`src/rtl/uart_rx.sv`:
```
// uart_rx: 8N1 UART receiver with a 2-flop input synchronizer and a small byte FIFO.
// Defining UART_RX_PARITY_EN adds an even-parity bit (8E1) and the parity_error pulse.
module uart_rx #(
  parameter int CLKS_PER_BIT = 868,
  parameter int FIFO_DEPTH   = 4
) (
  input  logic       clk,
  input  logic       reset_n,
  input  logic       rxd,
  output logic [7:0] data,
  output logic       valid,
  input  logic       ready,
  output logic       overrun,
  output logic       frame_error
`ifdef UART_RX_PARITY_EN
  ,
  output logic       parity_error
`endif
);
  localparam int          AW        = $clog2(FIFO_DEPTH);
  localparam int          CW        = AW + 1;
  localparam logic [15:0] BIT_LAST  = 16'(CLKS_PER_BIT - 1);
  localparam logic [15:0] HALF_LAST = 16'((CLKS_PER_BIT / 2) - 1);

  typedef enum logic [2:0] {
    IDLE      = 3'd0,
    START     = 3'd1,
    DATA      = 3'd2,
    STOP      = 3'd3,
    WAIT_HIGH = 3'd4
`ifdef UART_RX_PARITY_EN
    ,
    PARITY    = 3'd5
`endif
  } state_e;

`ifdef UART_RX_PARITY_EN
  localparam state_e AFTER_DATA = PARITY;
`else
  localparam state_e AFTER_DATA = STOP;
`endif

  logic          sync1_q, sync2_q, rx_s;
  state_e        state_q, state_d;
  logic [15:0]   clk_cnt_q, clk_cnt_d;
  logic [2:0]    bit_cnt_q, bit_cnt_d;
  logic [7:0]    shift_q, shift_d;
  logic          frame_error_q, frame_error_d;
  logic          overrun_q, overrun_d;
  logic          push_s, pop_s, full_s, push_ok_s;
  logic [7:0]    mem_q [FIFO_DEPTH];
  logic [AW-1:0] wr_ptr_q, rd_ptr_q;
  logic [CW-1:0] count_q, count_d;
`ifdef UART_RX_PARITY_EN
  logic          par_err_q, par_err_d;
  logic          par_bad_q, par_bad_d;
`endif

  assign rx_s = sync2_q;

  // Receive FSM: next state, bit timing and byte assembly
  always_comb begin
    state_d       = state_q;
    clk_cnt_d     = clk_cnt_q + 16'd1;
    bit_cnt_d     = bit_cnt_q;
    shift_d       = shift_q;
    push_s        = 1'b0;
    frame_error_d = 1'b0;
`ifdef UART_RX_PARITY_EN
    par_err_d     = 1'b0;
    par_bad_d     = par_bad_q;
`endif
    case (state_q)
      IDLE: begin
        clk_cnt_d = 16'd0;
        bit_cnt_d = 3'd0;
        if (!rx_s) state_d = START;
        else       state_d = IDLE;
      end
      START: begin
        if (clk_cnt_q == HALF_LAST) begin
          clk_cnt_d = 16'd0;
`ifdef UART_RX_PARITY_EN
          par_bad_d = 1'b0;
`endif
          if (rx_s) state_d = IDLE;
          else      state_d = DATA;
        end else begin
          state_d = START;
        end
      end
      DATA: begin
        if (clk_cnt_q == BIT_LAST) begin
          clk_cnt_d = 16'd0;
          shift_d   = {rx_s, shift_q[7:1]};
          bit_cnt_d = bit_cnt_q + 3'd1;
          if (bit_cnt_q == 3'd7) state_d = AFTER_DATA;
          else                   state_d = DATA;
        end else begin
          state_d = DATA;
        end
      end
`ifdef UART_RX_PARITY_EN
      PARITY: begin
        if (clk_cnt_q == BIT_LAST) begin
          clk_cnt_d = 16'd0;
          state_d   = STOP;
          if ((^shift_q) ^ rx_s) begin
            par_err_d = 1'b1;
            par_bad_d = 1'b1;
          end else begin
            par_bad_d = 1'b0;
          end
        end else begin
          state_d = PARITY;
        end
      end
`endif
      STOP: begin
        if (clk_cnt_q == BIT_LAST) begin
          clk_cnt_d = 16'd0;
          if (rx_s) begin
`ifdef UART_RX_PARITY_EN
            push_s = !par_bad_q;
`else
            push_s = 1'b1;
`endif
            state_d = IDLE;
          end else begin
            frame_error_d = 1'b1;
            state_d       = WAIT_HIGH;
          end
        end else begin
          state_d = STOP;
        end
      end
      WAIT_HIGH: begin
        clk_cnt_d = 16'd0;
        if (rx_s) state_d = IDLE;
        else      state_d = WAIT_HIGH;
      end
      default: begin
        clk_cnt_d = 16'd0;
        state_d   = IDLE;
      end
    endcase
  end

  // FIFO control: a pop frees the slot a same-cycle push into a full FIFO needs
  always_comb begin
    pop_s     = valid && ready;
    full_s    = (count_q == CW'(FIFO_DEPTH));
    push_ok_s = push_s && (!full_s || pop_s);
    overrun_d = push_s && full_s && !pop_s;
    case ({push_ok_s, pop_s})
      2'b10:   count_d = count_q + CW'(1);
      2'b01:   count_d = count_q - CW'(1);
      default: count_d = count_q;
    endcase
  end

  // State, synchronizer, FIFO storage and registered pulse outputs
  always_ff @(posedge clk) begin
    if (!reset_n) begin
      sync1_q       <= 1'b1;
      sync2_q       <= 1'b1;
      state_q       <= IDLE;
      clk_cnt_q     <= 16'd0;
      bit_cnt_q     <= 3'd0;
      shift_q       <= 8'h00;
      frame_error_q <= 1'b0;
      overrun_q     <= 1'b0;
      wr_ptr_q      <= '0;
      rd_ptr_q      <= '0;
      count_q       <= '0;
      for (int i = 0; i < FIFO_DEPTH; i++) mem_q[i] <= 8'h00;
`ifdef UART_RX_PARITY_EN
      par_err_q     <= 1'b0;
      par_bad_q     <= 1'b0;
`endif
    end else begin
      sync1_q       <= rxd;
      sync2_q       <= sync1_q;
      state_q       <= state_d;
      clk_cnt_q     <= clk_cnt_d;
      bit_cnt_q     <= bit_cnt_d;
      shift_q       <= shift_d;
      frame_error_q <= frame_error_d;
      overrun_q     <= overrun_d;
      count_q       <= count_d;
      if (push_ok_s) begin
        mem_q[wr_ptr_q] <= shift_q;
        wr_ptr_q        <= wr_ptr_q + AW'(1);
      end
      if (pop_s) rd_ptr_q <= rd_ptr_q + AW'(1);
`ifdef UART_RX_PARITY_EN
      par_err_q     <= par_err_d;
      par_bad_q     <= par_bad_d;
`endif
    end
  end

  assign valid       = (count_q != '0);
  assign data        = mem_q[rd_ptr_q];
  assign overrun     = overrun_q;
  assign frame_error = frame_error_q;
`ifdef UART_RX_PARITY_EN
  assign parity_error = par_err_q;
`endif

endmodule

```
`config.mk`:
```
export PLATFORM = sky130hd
export DESIGN_NAME = uart_rx
export DESIGN_NICKNAME = d
export VERILOG_FILES = /design/src/rtl/uart_rx.sv
export SDC_FILE = /design/constraint.sdc
export NUM_CORES = 1
export LEC_CHECK = 0
export BUFFER_PORTS_ARGS = -buffer_cell sky130_fd_sc_hd__buf_4
export CORE_MARGIN = 5
export CORE_UTILIZATION = 48
export DETAILED_ROUTE_END_ITERATION = 8
export PLACE_DENSITY = 0.67
export SLEW_MARGIN = 25
export SYNTH_ARGS = -nofsm -noshare
export SYNTH_HDL_FRONTEND = slang
export SYNTH_SLANG_ARGS = --single-unit
```
`constraint.sdc`:
```
create_clock -name clk -period 2.5 [get_ports clk]
set_input_delay 0.375 -clock clk [delete_from_list [all_inputs] [get_ports clk]]
set_output_delay 0.375 -clock clk [all_outputs]
set_load 0.02 [all_outputs]
```
# [Yosys cells after proc, flatten, opt, wreduce, memory -nomap -nowiden]
# Memory sizes are Yosys's and may differ from the RTL's. A register that Yosys moved wholly into a read port is not among the register bits.
# Cells that the tools add are included.
[word_totals] reg_bits=41 ram_bits=32 in_bits=4 wordCells=72 n_memories=1
[mem_list] memory="mem_q" depth=4 width=8 rd=1 rd_clocked_by_memory_dff=1 wr=4 line="51" text="logic [7:0] mem_q [FIFO_DEPTH];"
[classes] n_addsub=6 n_eq_ne=11 n_mux=27 n_reduce_logical=16
[ops] op="16-bit 2-to-1 mux" count=2
[ops] op="16-bit case mux with 2 select lines" count=1
[ops] op="16-bit by 1-bit adder with 16-bit output, second input constant" count=1
[ops] op="16-bit by 10-bit == test with 1-bit output, second input constant" count=1
[ops] op="16-bit by 9-bit == test with 1-bit output, second input constant" count=1
[ops] op="3-bit 2-to-1 mux" count=5
[ops] op="3-bit case mux with 5 select lines" count=1
[ops] op="3-bit case mux with 2 select lines" count=2
[ops] op="1-bit 2-to-1 mux" count=11
[ops] op="3-bit == test, second input constant" count=3
[ops] op="2-bit 2-to-1 mux" count=4
[ops] op="8-bit 2-to-1 mux" count=1
[ops] op="8-bit OR reduction" count=1
[ops] op="3-bit by 1-bit adder with 3-bit output, second input constant" count=2
[ops] op="3-bit by 2-bit == test with 1-bit output, second input constant" count=2
[ops] op="2-bit by 1-bit adder with 2-bit output, second input constant" count=2
[ops] op="1-bit logical AND" count=4
[ops] op="2-bit AND reduction" count=2
[ops] op="2-bit nonzero test" count=2
[ops] op="3-bit by 1-bit == test with 1-bit output, second input constant" count=1
[ops] op="3-bit zero test" count=1
[ops] op="3-bit AND reduction" count=1
[ops] op="3-bit nonzero test" count=1
[ops] op="3-bit by 1-bit subtractor with 3-bit output, second input constant" count=1
[ops] op="6 further kinds" count=7

# [Depth between registers and ports, before layout]
[depth] ltp_word=9 ltp_mapped=9 mapped_depth_nobuf=9

# [Worst setup path before layout]
# No wires, ideal clock.
[synth_path] kind="reg2reg" startpoint="register clk_cnt_q[0]" endpoint="memory mem_q[3][0], enable pin" arrival_ns=2.179 t_required_ns=2.116 setup_slack_ns=-0.063 path_stages_with_launch=6 n_path_buf=0 cell_sequence="dfxtp_1 ha_1 or4bb_1 nor4_4 nand3_1 o21ai_0"
[synth_rtl] element="start: declaration" line="45" text="logic [15:0] clk_cnt_q, clk_cnt_d;"
[synth_rtl] element="start signal: assignment" line="185" text="clk_cnt_q <= clk_cnt_d;"
[synth_rtl] element="end: declaration" line="51"

# [Final worst setup path]
[layout_path] startpoint="register clk_cnt_q[1]" endpoint="register count_q[1]"
[layout_between] elab_chain_len=6 elab_cells_between_ends=8 classes_between="3 x eq/ne; 3 x mux; 2 x reduce/logical"
[layout_lines] element="16-bit by 10-bit == test with 1-bit output *" line="120" text="if (clk_cnt_q == BIT_LAST) begin"
[layout_lines] element="1-bit 2-to-1 mux *" line="120"
[layout_lines] element="1-bit 2-to-1 mux *" line="73" text="case (state_q)"
[layout_lines] element="1-bit logical AND *" line="153" text="push_ok_s = push_s && (!full_s || pop_s);"
[layout_lines] element="2-bit by 1-bit == test with 1-bit output or 2-bit == test (tied branches)" line="155" text="case ({push_ok_s, pop_s})"
[layout_lines] element="3-bit case mux with 2 select lines or 2-bit nonzero test (tied branches)"
[layout_lines] element="end signal: assignment" line="190" text="count_q <= count_d;"
[layout_lines] element="end: declaration" line="53" text="logic [CW-1:0] count_q, count_d;"
# Every way passes the cells marked *; elsewhere a longest branch is shown, timed or not.
# A chain may end at the register's enable or synchronous reset.

==> metrics.csv <==
stage,metric,value,unit
synthesis,post-synthesis cell area,3340,um^2
synthesis,"Avg Cell Area, Syn",10.8,um^2
synthesis,Synth area leaders,"edfxtp_1 (29%), dfxtp_1 (26%), mux4_2 (5.4%)",
worst_setup_path,"reg-to-reg slack, setup",60,ps
synthesis,post-synth top area cell,edfxtp_1,
worst_setup_path,R2R depth,9,
place,Placer Congestion,0.798,
synthesis,"count leader, synth",nor2_1,
clock_network,CTS Root Cell,clkbuf_8,
sta,final hold vios,0,
worst_setup_path,CP required,2780,ps
floorplan,io pins,15,
clock_network,CTS tree,done,
synthesis,area share of the leading cell type in the synthesized netlist,28.8,%
sta,final period utilization,97.8,%
flow_run,number of max-cap violations,0,
floorplan,chip width,93.4,um
sta,RSZ-0062 raised after global routing,true,
synthesis,share of flip-flops with an asynchronous set or reset,0,%
cells_and_area,final std cells w/o fill,441,
synthesis,register bit total from synthesis,75,
synthesis,"EDFF count, synth",32,
global_route,vias in the first global route,2230,
global_route,initial antenna violation count,0,
worst_setup_path,Crit Path Category,reg2reg,
route,Vias,2260,
cells_and_area,share of post-route cells with drive strength above 1,22.9,%
place,placed insts,419,
cells_and_area,area grow syn2layout,18.6,%
synthesis,Mapped Cells,308,
floorplan,die area,8720,um^2
clock_network,CTS Buf Count,9,
place,Port Buffers,14,
clock_network,Worst-path clk slew,70,ps
global_route,Tot GR Track Use,15.2,%
synthesis,"Primary FF master, synth",dfxtp_1,
route,highest metal used,met4,
sta,clock skew,4.63,ps
route,post-DR wirelength/cell,13.4,um
run_status,status,"complete, no violations",
route,DR DRC count,0,
floorplan,num rows,30,
sta,Final Setup Violations,0,
clock_network,# hold bufs at CTS,0,
cells_and_area,final net count,349,
worst_setup_path,Worst Setup End Kind,flop,
worst_setup_path,reg2reg end,count_q[1],
route,routed wl met2,2960,um
cells_and_area,Layout Utilization,58.3,%
clock_network,clk_lat worst skew,350,ps
route,post-route ant nets,0,
worst_setup_path,Worst setup SP type,flop,
power_and_ir_drop,Max VDD drop,479,uV
clock_network,H-tree Lvls,3,
synthesis,syn_nets,317,
global_route,largest net degree at the start of global routing,43,
global_route,first-pass GRT wire length,10400,um
worst_setup_path,worst r2r src,clk_cnt_q[1],
worst_setup_path,CP Launch Point,clk_cnt_q[1],
worst_setup_path,CP Data Arrival Time,2720,ps
route,DR WL met3,217,um
synthesis,Post-synth top cells,"nor2_1 (44), dfxtp_1 (43), nand2_1 (43), edfxtp_1 (32), and3_1 (13)",
power_and_ir_drop,PD cells,615,nW/um^2
sta,Worst-Margin Slew,571,ps
place,detailed placement HPWL,4030,um
synthesis,register area share after synthesis,54.6,%
route,drt first-iter violations,94,
floorplan,Chip Height,93.4,um
cells_and_area,n_diodes,0,
hold_path,Hold WC Path Type,in2reg,
route,Vias per Instance,5.12,
synthesis,yosys warns,0,
global_route,grt ovf,0,
floorplan,Core Area,6790,um^2
route,Routed Wire Length,5910,um
route,First-pass DRT Iterations,4,
route,M1 WL,2640,um
cells_and_area,Layout fillers,581,
clock_network,clk buf depth,2,
sta,fmax,409,MHz
worst_setup_path,Critical Path Fanout Max,6,
sta,fin. max-slew vios,0,
cells_and_area,Multi-input gate area,1480,um^2
clock_network,Num Clock Sinks,75,
cells_and_area,Reg area,1830,um^2
sta,slew margin rel.,61.9,%
power_and_ir_drop,Lkg Pwr,1.39,nW
floorplan,starting density of the core,49.1,%
synthesis,Yosys cell types,44,
worst_setup_path,CP endpoint,count_q[1],
sta,Period minus WS final,2440,ps
==> layer usage <==
metal  track usage [%]  vias up
met4              7.81        0
met3              2.90        8
li1                  -     1137
met1              18.7     1075
met2              25.3       40
met5                 0        -
==> flip-flops by register name (all words and copies together), names as in the netlist, named ones only <==
signal,cells
wr_ptr_q,2
rx_s,1
sync1_q,1
mem_q,32
shift_q,8
state_q,3
bit_cnt_q,3
frame_error,1
clk_cnt_q,16
count_q,3
overrun,1
rd_ptr_q,2
==> power by group <==
part           leakage (nW)  internal (mW)  switching [mW]  total (mW)
logic                 0.629         0.0325          0.0410      0.0735
registers             0.652           1.30          0.0102        1.31
clock network         0.113          0.615           0.433        1.05
==> worst max-delay path, cell delays in order, from the launching register on <==
cell and delay (ps):
dfxtp_2 360, ha_4 130, or4bb_4 470, nor4_4 330, buf_6 160, and2_4 130
nand2b_4 110, fa_2 430, nand2b_4 140, mux2i_1 110
==> layout make-up <==
class	instances	share of cell area, %
clock buffer	12	3.92
clock inverter	4	1.83
tap	96	3.03
timing repair buffer	35	7.05
inverter	8	0.759
sequential	75	46.1
multi-input combinational	211	37.3
==> per-stage QoR <==
step / setup TNS [ps] / cell area (um^2) / setup slack [ps] / total power [mW] / hold WS, ps
2_1_floorplan: 0 / 3340 / 4.51 / 1.38 / 386
3_3_place_gp: 0 / 3620 / 110 / 1.41 / 396
3_5_place_dp: 0 / 3620 / 21.0 / 1.41 / 401
4_1_cts: 0 / 3850 / 10.4 / 2.46 / 201
5_1_grt: -37.4 / 3960 / -37.4 / 2.53 / 222
6_report: 0 / 3960 / 56.1 / 2.43 / 213
==> logic make-up after synthesis <==
group	after synthesis	synth area share, %
buf+inv	22	2.89
flops	75	54.6
fa+ha+maj	5	2.10
mux	13	6.90
compound gates	21	4.57
simple gates	155	24.5
xor+xnor	17	4.46
==> how the worst min path moves through the flow <==
stage / start / end / slack, ps / depth (start not counted)
global route: rxd / sync1_q / 220 / 2
finish: rxd / sync1_q / 210 / 2
CTS: rxd / sync1_q / 200 / 2
global placement: sync1_q / rx_s / 400 / 1
floorplan: sync1_q / rx_s / 390 / 1
detailed placement: sync1_q / rx_s / 400 / 1
==> cell usage in the layout, fill, tap and decap left out, types with 2 or more instances in the layout <==
cell type  count
xnor2_1        7
and3_1        13
nor4_4         2
mux2i_1        5
buf_4         33
or3_1          4
or4_4          4
nand2_2        3
dfxtp_1       40
mux4_2         8
xor2_1        10
nand2_1       40
dfxtp_2        3
a21boi_0       8
nor4b_1        2
nand4_1        2
nor2_1        44
a21oi_1        3
nor4_1         4
nand2b_1       4
clkbuf_8      11
inv_1          8
nand3_1       10
nor2b_1        3
a21boi_1       3
bufinv_16      2
ha_1           3
edfxtp_1      32
nand2b_4       2
and2_1         8
==> what timing repair did <==
action / in CTS / in global routing
gates resized for setup: 1 / 15
buffers inserted: 0 / 6
pin swaps: 0 / 4
endpoints found under the setup margin: 1 / 41
(Power assumes the default switching activity.)
